**src/rtl/stamp_load_scheduler.sv**
```systemverilog
// stamp_load_scheduler
//   Sequences every load of the 64-bit timestamp counter from host commands:
//   immediate load (op 01), PPS-aligned load (op 10) and zero (op 11).
//   A PPS-aligned load arms the block and is issued one cycle after the next
//   PPS falling edge, or abandoned with a timeout pulse if no edge arrives.
//
//   Optional build macro: STAMP_SCHED_ABORT_EN adds cmd_abort, which cancels
//   an armed load (abort beats a coincident PPS edge).
//
// Ports (axi_aclk domain, synchronous active-low reset axi_resetn):
//   cmd_valid/cmd_ready   command handshake, ready only in IDLE
//   cmd_op, cmd_time      operation code and load value
//   pps_rx                raw asynchronous PPS pin
//   restart_time[1:0]     bit0 load ntp_timestamp, bit1 zero (one cycle)
//   ntp_timestamp         captured load value, held until next capture
//   busy, done, timeout   status / one-cycle event pulses
//   load_count            saturating count of issued loads and zeros
module stamp_load_scheduler #(
   parameter int          TIMESTAMP_WIDTH = 64,
   parameter logic [31:0] PPS_TIMEOUT     = 32'h1312D000,
   parameter int          CNT_WIDTH       = 16
) (
   input  logic                       axi_aclk,
   input  logic                       axi_resetn,
   input  logic                       cmd_valid,
   output logic                       cmd_ready,
   input  logic [1:0]                 cmd_op,
   input  logic [TIMESTAMP_WIDTH-1:0] cmd_time,
   input  logic                       pps_rx,
`ifdef STAMP_SCHED_ABORT_EN
   input  logic                       cmd_abort,
`endif
   output logic [1:0]                 restart_time,
   output logic [TIMESTAMP_WIDTH-1:0] ntp_timestamp,
   output logic                       busy,
   output logic                       done,
   output logic                       timeout,
   output logic [CNT_WIDTH-1:0]       load_count
);

   typedef enum logic [1:0] {IDLE, ARMED, ISSUE} state_t;

   state_t                     state_q;
   logic [31:0]                timer_q;
   logic [2:0]                 pps_sync_q;   // [0]=d1, [1]=d2, [2]=d3
   logic                       cmd_ready_q;
   logic                       busy_q;
   logic                       done_q;
   logic [1:0]                 restart_q;
   logic [TIMESTAMP_WIDTH-1:0] ntp_q;
   logic [CNT_WIDTH-1:0]       load_count_q;
   logic [CNT_WIDTH-1:0]       load_count_d;
   logic                       pps_evt;
   logic                       abort_w;

`ifdef STAMP_SCHED_ABORT_EN
   assign abort_w = cmd_abort;
`else
   assign abort_w = 1'b0;
`endif

   // Falling edge of the synchronised pin: d2 already low, d3 still high.
   assign pps_evt = pps_sync_q[2] & ~pps_sync_q[1];

   assign load_count_d = (&load_count_q) ? load_count_q
                                         : load_count_q + {{(CNT_WIDTH-1){1'b0}}, 1'b1};

   always_ff @(posedge axi_aclk) begin
      if (!axi_resetn) begin
         state_q      <= IDLE;
         timer_q      <= '0;
         pps_sync_q   <= '0;
         cmd_ready_q  <= 1'b1;
         busy_q       <= 1'b0;
         done_q       <= 1'b0;
         restart_q    <= 2'b00;
         ntp_q        <= '0;
         load_count_q <= '0;
      end else begin
         pps_sync_q <= {pps_sync_q[1:0], pps_rx};
         restart_q  <= 2'b00;
         done_q     <= 1'b0;
         case (state_q)
            IDLE: begin
               // cmd_ready_q is high throughout IDLE, so valid alone is a transfer.
               if (cmd_valid) begin
                  case (cmd_op)
                     2'b01: begin
                        state_q      <= ISSUE;
                        restart_q    <= 2'b01;
                        ntp_q        <= cmd_time;
                        done_q       <= 1'b1;
                        load_count_q <= load_count_d;
                        cmd_ready_q  <= 1'b0;
                        busy_q       <= 1'b1;
                     end
                     2'b10: begin
                        state_q     <= ARMED;
                        timer_q     <= PPS_TIMEOUT;
                        ntp_q       <= cmd_time;
                        cmd_ready_q <= 1'b0;
                        busy_q      <= 1'b1;
                     end
                     2'b11: begin
                        state_q      <= ISSUE;
                        restart_q    <= 2'b10;
                        done_q       <= 1'b1;
                        load_count_q <= load_count_d;
                        cmd_ready_q  <= 1'b0;
                        busy_q       <= 1'b1;
                     end
                     default: ;
                  endcase
               end
            end
            ARMED: begin
               if (abort_w) begin
                  state_q     <= IDLE;
                  cmd_ready_q <= 1'b1;
                  busy_q      <= 1'b0;
               end else if (pps_evt) begin
                  state_q      <= ISSUE;
                  restart_q    <= 2'b01;
                  done_q       <= 1'b1;
                  load_count_q <= load_count_d;
               end else if (timer_q == 32'd0) begin
                  state_q     <= IDLE;
                  cmd_ready_q <= 1'b1;
                  busy_q      <= 1'b0;
               end else begin
                  timer_q <= timer_q - 32'd1;
               end
            end
            ISSUE: begin
               state_q     <= IDLE;
               cmd_ready_q <= 1'b1;
               busy_q      <= 1'b0;
            end
            default: begin
               state_q     <= IDLE;
               cmd_ready_q <= 1'b1;
               busy_q      <= 1'b0;
            end
         endcase
      end
   end

   // Decoded so the pulse lands in the ARMED cycle that gives up, and a
   // coincident PPS edge or abort suppresses it.
   assign timeout = (state_q == ARMED) && (timer_q == 32'd0) && !pps_evt && !abort_w;

   assign cmd_ready     = cmd_ready_q;
   assign busy          = busy_q;
   assign done          = done_q;
   assign restart_time  = restart_q;
   assign ntp_timestamp = ntp_q;
   assign load_count    = load_count_q;

endmodule

```
**config.mk**
```make
export PLATFORM = sky130hd
export DESIGN_NAME = stamp_load_scheduler
export DESIGN_NICKNAME = d
export VERILOG_FILES = /design/src/rtl/stamp_load_scheduler.sv
export SDC_FILE = /design/constraint.sdc
export NUM_CORES = 1
export LEC_CHECK = 0
export CORE_ASPECT_RATIO = 1.5
export CORE_MARGIN = 3
export CORE_UTILIZATION = 45
export DETAILED_ROUTE_END_ITERATION = 8
export PLACE_DENSITY = 0.82
export SYNTH_ARGS = -nofsm -noshare
export SYNTH_HDL_FRONTEND = slang
export SYNTH_SLANG_ARGS = --single-unit
```
**constraint.sdc**
```tcl
create_clock -name axi_aclk -period 2.35 [get_ports axi_aclk]
set_input_delay 0.47 -clock axi_aclk [delete_from_list [all_inputs] [get_ports axi_aclk]]
set_output_delay 0.47 -clock axi_aclk [all_outputs]
set_load 0.01 [all_outputs]
```
==> results.sh, run 1 <==
export IMPL_crit_type="reg -> out"
export IMPL_max_freq_ghz=0.399
export IMPL_drtAntennaViolNets=0
export IMPL_dp_hpwl_um=12200
export IMPL_syn_avg_cell_area_um2=8.22
export IMPL_ios=156
export IMPL_report_final_setup_viol=1
export IMPL_critPathTopFamily="simple AND/OR/NAND/NOR gates"
export IMPL_portBuffers=155
export IMPL_drv_slew=0
export IMPL_ys_ff_latch=122
export IMPL_critPathLaunchType="register"
export IMPL_viasPerCell=5.59
export IMPL_n_antenna_cell=0
export IMPL_synth_edff_count=0
export IMPL_cts_sinks=122
export IMPL_path_max_fanout=3
export IMPL_yosys_area_top_type="dfxtp_1"
export IMPL_use_met2_pct=46.9
export IMPL_drt_iter0_drc=310
export IMPL_status="finished, violations left"
export IMPL_slew_headroom_pct=60.7
export IMPL_violations="negative setup slack"
export IMPL_syn_cell_area_um2=5260
export IMPL_synth_common_cells="nand2_1, dfxtp_1, a21oi_1"
export IMPL_ys_flop_type="dfxtp_1"
export IMPL_crit_required_ps=1880
export IMPL_wire_per_inst_um=16.5
export IMPL_insertion_delay_ps=410
export IMPL_switchingPower_w=0.00201
export IMPL_final_seq_area_um2=2440
export IMPL_grt_max_degree=65
export IMPL_synth_cell_type_count=55
export IMPL_period_share_pct=107
export IMPL_p_leak_nw=3.04
export IMPL_path_common_cell="or3_4"
export IMPL_grt_pass1_vias=5784
export IMPL_yosys_top_cells_area="dfxtp_1, nand2_1, a21oi_1"
export IMPL_power_frac_clock_pct=37.6
export IMPL_setup_ws_ps=-158
export IMPL_min_path_type="reg -> reg"
export IMPL_gr_total_overflow=0
export IMPL_finalHoldViolCount=0
export IMPL_swShare_pct=30.1
export IMPL_grt_pass1_wl_um=27300
export IMPL_async_flop_share_pct=0
export IMPL_place_inst=987
export IMPL_critPathMaxStageDelay_ps=390
export IMPL_syn2layout_area_growth_pct=54.2
export IMPL_nFillCells=776
export IMPL_ctsHoldBuffers=0
export IMPL_grt_use_total_pct=26.0
export IMPL_met3_usage_pct=7.39
export IMPL_drive_gt1_share_pct=15.8
export IMPL_finalNonFillerCells=1021
export IMPL_rows=47
export IMPL_seq_area_frac_synth_pct=46.4
export IMPL_fin_skew_ps=10.1
export IMPL_crit_path_cell_trace="or3_4 > or3_4 > or3_4 > nor2_1 > buf_2"
export IMPL_grt_util_met1_pct=26.7
export IMPL_vias=5709
export IMPL_firstDrtPassIters=6
export IMPL_yosysTopAreaCellShare_pct=46.4
export IMPL_ys_warn_count=0
export IMPL_cts_tree="built"
export IMPL_die_w_um=94.3
export IMPL_die_h_um=138
export IMPL_yosysMostFrequentCell="nand2_1"
export IMPL_worst_pin_slew_ps=586
export IMPL_rsz0062_at_grt="yes"
export IMPL_pwr_density_cell_nw_per_um2=821
export IMPL_gp_congestion=0.924
export IMPL_slowest_stage="or3_4"
export IMPL_wl_um=16800
export IMPL_intPower_w=0.00465
export IMPL_power_frac_seq_pct=34.5
export IMPL_synth_nets=717
export IMPL_core_area_um2=11200
export IMPL_drv_cap=0
export IMPL_cts_root_buf="clkbuf_16"
export IMPL_p_comb_share_pct=27.8
export IMPL_fin_crit_ps=2510
export IMPL_syn_inst=640
export IMPL_clock_path_buffers=2
export IMPL_htree_levels=4
export IMPL_peakVddDrop_mv=0.578
export IMPL_path_buf_inv=1
export IMPL_cts_inserted_buffers=17
export IMPL_antenna_found_initial=0
export IMPL_die_area_um2=13000
export IMPL_initial_core_util_pct=46.8
export IMPL_busiest_layer="met2"
export IMPL_route_detailed_drc=0
export IMPL_final_nets=938
export IMPL_clk_pin_slew_ps=50
export IMPL_multi_input_area_um2=2690
export IMPL_timing_hold_ws_ps=440
export IMPL_cp_end_kind="primary output"
export IMPL_regToRegSetupSlack_ps=120
export IMPL_cp_arrival_ps=2040
## through the flow
| step | utilization (%) | TNS (ps) | power, W | worst slack (ps) | cell area (um2) |
|---|---|---|---|---|---|
| floorplan | - | 0 | 0.00329 | 73.6 | 5260 |
| global placement | 66.5 | -5850 | 0.00401 | -282 | 7470 |
| detailed placement | 66.5 | -9770 | 0.00407 | -430 | 7470 |
| CTS | 71.8 | -165 | 0.00662 | -158 | 8060 |
| global route | 72.2 | -273 | 0.00694 | -201 | 8110 |
| finish | 72.2 | -158 | 0.00666 | -158 | 8110 |
## cell usage in the layout (no fill, tap or decap), types with 17 or more instances in the layout
cell type and n:
clkdlybuf4s50_1 154, nand2_1 150, dfxtp_1 121, a21oi_1 97
buf_4 80, nor2_1 24, or3_1 20, or4_1 19
clkbuf_16 17
## final timing paths
check / startpoint / endpoint / cells after the start
setup / recovery: timer_q[28]$_SDFFE_PN0P_ / timeout / 5
hold / removal: pps_sync_q[0]$_SDFF_PN0_ / pps_sync_q[1]$_SDFF_PN0_ / 1
setup reg to reg: timer_q[15]$_SDFFE_PN0P_ / timer_q[22]$_SDFFE_PN0P_ / 6
hold reg to reg: pps_sync_q[0]$_SDFF_PN0_ / pps_sync_q[1]$_SDFF_PN0_ / 1
## layout make-up
cell class	instances	area share [%]
Multi-Input combinational cell	474	33.2
Sequential cell	122	30.1
Timing Repair Buffer	237	27.0
Clock buffer	21	5.55
Tap cell	147	2.27
Clock inverter	11	1.50
Inverter	9	0.416
## cell families after synthesis
logic type	after synthesis	share of synthesized area, %
multiplexers	4	0.761
flip-flops	122	46.4
AND/OR/NAND/NOR	304	29.7
AO/OA/AOI/OAI	155	17.2
buffers and inverters	44	3.50
XOR/XNOR	4	0.666
adder cells (fa/ha/maj)	7	1.67
## metal layers
layer / vias up / part of all wire (%) / wire, um
met5: - / 0 / 0
met4: 0 / 4.9 / 818
met3: 67 / 6.4 / 1080
met2: 233 / 53 / 8940
met1: 2678 / 36 / 5990
li1: 2731 / - / -
## registers in the layout, indices dropped and copies added (netlist names)
register / count
done: 1
busy: 1
load_count: 16
state_q: 2
restart_time: 2
timer_q: 32
ntp_timestamp: 64
cmd_ready: 1
pps_sync_q: 3
## power groups by stage
stage	Combinational, W	Sequential [W]	Clock, W
3_3_place_gp	0.00168	0.00233	0
2_1_floorplan	0.000910	0.00238	0
3_5_place_dp	0.00174	0.00233	0
5_1_grt	0.00199	0.00231	0.00264
4_1_cts	0.00178	0.00229	0.00254
6_report	0.00185	0.00230	0.00251
## what timing repair did
item,CTS,global route
gates resized for setup,7,7
setup buffers,1,1
pin swaps,2,1
setup endpoints to repair,2,11
Note: power is estimated with default switching activity, not from simulation.
==> inputs of run 2 (changes only) <==
Settings changed: ABC_AREA from default to 0.
==> results of run 2 <==
Same layout as run 1: the final DEF is identical, and so are final timing and power.
==> inputs of run 3 (changes only) <==
Settings changed: CORE_UTILIZATION 45 to 47, PLACE_DENSITY 0.82 to 0.85.
==> run 3 against run 2 <==
  * The run still ends with negative setup slack left
  * Final area grew 1.1%
  * Power grew 4.6%
  * Fmax rose by 0.96%
  * Sequential cell count unchanged
  * Clock power up 11%
  * First-iteration DRC count increased by 17%
  * Clock skew is essentially flat
  * Largest cell class unchanged
==> results.sh, run 3 (synthesis gave the netlist of run 1 again) <==
export IMPL_vias=5811
export IMPL_grt_pass1_wl_um=27800
export IMPL_ios=156
export IMPL_status="finished, violations left"
export IMPL_path_buf_inv=1
export IMPL_drv_cap=0
export IMPL_fin_crit_ps=2480
export IMPL_critPathLaunch="timer_q[28]$_SDFFE_PN0P_"
export IMPL_final_cell_mix="clkdlybuf4s50_1, nand2_1, dfxtp_1, a21oi_1, buf_4"
export IMPL_crit_type="reg -> out"
export IMPL_die_h_um=136
export IMPL_period_share_pct=106
export IMPL_pre_cts_ws_ps=-385
export IMPL_wire_per_inst_um=17.3
export IMPL_finalPower_w=0.00696
export IMPL_worst_pin_slew_ps=561
export IMPL_largest_reg_flops=64
export IMPL_clock_path_buffers=2
export IMPL_layout_commonest_cell="clkdlybuf4s50_1"
export IMPL_final_nets=936
export IMPL_setup_ws_ps=-134
export IMPL_p_leak_nw=3.07
export IMPL_route_detailed_drc=0
export IMPL_max_freq_ghz=0.403
export IMPL_crit_required_ps=1880
export IMPL_cp_end_kind="primary output"
export IMPL_portBuffers=155
export IMPL_slowest_stage="or3_4"
export IMPL_insertion_delay_ps=410
export IMPL_critPathTopFamily="simple AND/OR/NAND/NOR gates"
export IMPL_final_util_pct=76.2
export IMPL_final_seq_area_um2=2440
export IMPL_viasPerCell=5.72
export IMPL_peakVddDrop_mv=0.650
export IMPL_antenna_found_initial=0
export IMPL_gr_total_overflow=0
export IMPL_cts_sinks=122
export IMPL_path_common_cell="or3_4"
export IMPL_wl_um=17600
export IMPL_die_w_um=92.4
export IMPL_pwr_density_cell_nw_per_um2=849
export IMPL_nFillCells=732
export IMPL_dp_hpwl_um=12500
export IMPL_rows=46
export IMPL_crit_path_cell_trace="or3_4 > or3_4 > or3_4 > nor2_4 > buf_6"
export IMPL_holdCritStartpoint="pps_sync_q[0]$_SDFF_PN0_"
export IMPL_drt_iter0_drc=362
export IMPL_ctsHoldBuffers=0
export IMPL_drtAntennaViolNets=0
export IMPL_slew_headroom_pct=62.3
export IMPL_gp_congestion=0.990
export IMPL_path_max_fanout=3
export IMPL_initial_core_util_pct=48.9
export IMPL_grt_use_total_pct=27.8
export IMPL_core_area_um2=10800
export IMPL_n_antenna_cell=0
export IMPL_drive_gt1_share_pct=16.2
export IMPL_multi_input_area_um2=2710
export IMPL_die_area_um2=12500
export IMPL_cp_arrival_ps=2010
export IMPL_drv_slew=0
export IMPL_min_path_type="reg -> reg"
export IMPL_clk_pin_slew_ps=60
export IMPL_cts_inserted_buffers=17
export IMPL_critPathMaxStageDelay_ps=390
export IMPL_violations="negative setup slack"
export IMPL_critPathLaunchType="register"
export IMPL_cts_tree="built"
export IMPL_report_final_setup_viol=1
export IMPL_timing_rr_start="timer_q[15]$_SDFFE_PN0P_"
export IMPL_cts_root_buf="clkbuf_16"
export IMPL_rsz0062_at_grt="yes"
export IMPL_fin_skew_ps=10.4
export IMPL_firstDrtPassIters=5
export IMPL_syn2layout_area_growth_pct=55.9
export IMPL_finalHoldViolCount=0
export IMPL_htree_levels=4
export IMPL_grt_max_degree=65
export IMPL_grt_pass1_vias=5932
-- run 3: cell count changes in the layout (fill, tap and decap cells not counted), sizes merged --
cell	change
clkbuf	-3
buf	-2
bufinv	+2
clkinv	+2
inv	-1
-- run 3: area by class of cell --
class | count | share of cell area (%)
clock buffers | 18 | 5.36
multi-input cells | 474 | 33.1
inverters | 9 | 0.412
repair buffers | 235 | 26.7
well taps | 144 | 2.20
clock inverters | 14 | 2.41
flip-flops and latches | 122 | 29.8
-- run 3: worst paths after layout --
path	to	slack [ps]	depth (start not counted)
worst max-delay path	timeout	-130	5
worst max register to register	timer_q[22]$_SDFFE_PN0P_	120	6
worst min-delay path	pps_sync_q[1]$_SDFF_PN0_	440	1
worst min register to register	pps_sync_q[1]$_SDFF_PN0_	440	1
-- run 3: timing repair --
item / CTS / global route
pin swaps: 3 / 2
buffers inserted: 0 / 1
gates cloned: 0 / 0
gates resized for setup: 11 / 8
endpoints found under the setup margin: 1 / 13
-- run 3: worst register-to-register path: stages (launching register included) --
cell and delay (ps):
dfxtp_1 310, buf_4 150, or4_1 540, or4_1 550, nor4_2 240, a21oi_1 130, a31o_1 190
-- run 3: metrics by stage --
| stage | cell area, um2 | hold slack (ps) | instances | setup TNS, ps |
|---|---|---|---|---|
| floorplan | 5260 | 412 | 640 | 0 |
| global placement | 7480 | 417 | 983 | -5830 |
| detailed placement | 7480 | 425 | 983 | -8620 |
| CTS | 8140 | 446 | 1015 | -161 |
| global route | 8200 | 479 | 1016 | -191 |
| finish | 8200 | 443 | 1016 | -134 |
-- run 3: power breakdown --
group | switching (W) | internal (W)
clock | 0.000971 | 0.00181
combinational | 0.00102 | 0.000859
sequential | 0.0000975 | 0.00221
total | 0.00209 | 0.00487
-- run 3: metal layers --
metal,part of all wire [%],GRT usage [%],up-vias
met4,4.7,13.7,0
met3,7.9,8.62,73
met5,0,0,-
met1,34,27.9,2728
met2,54,51.0,283
li1,-,-,2727
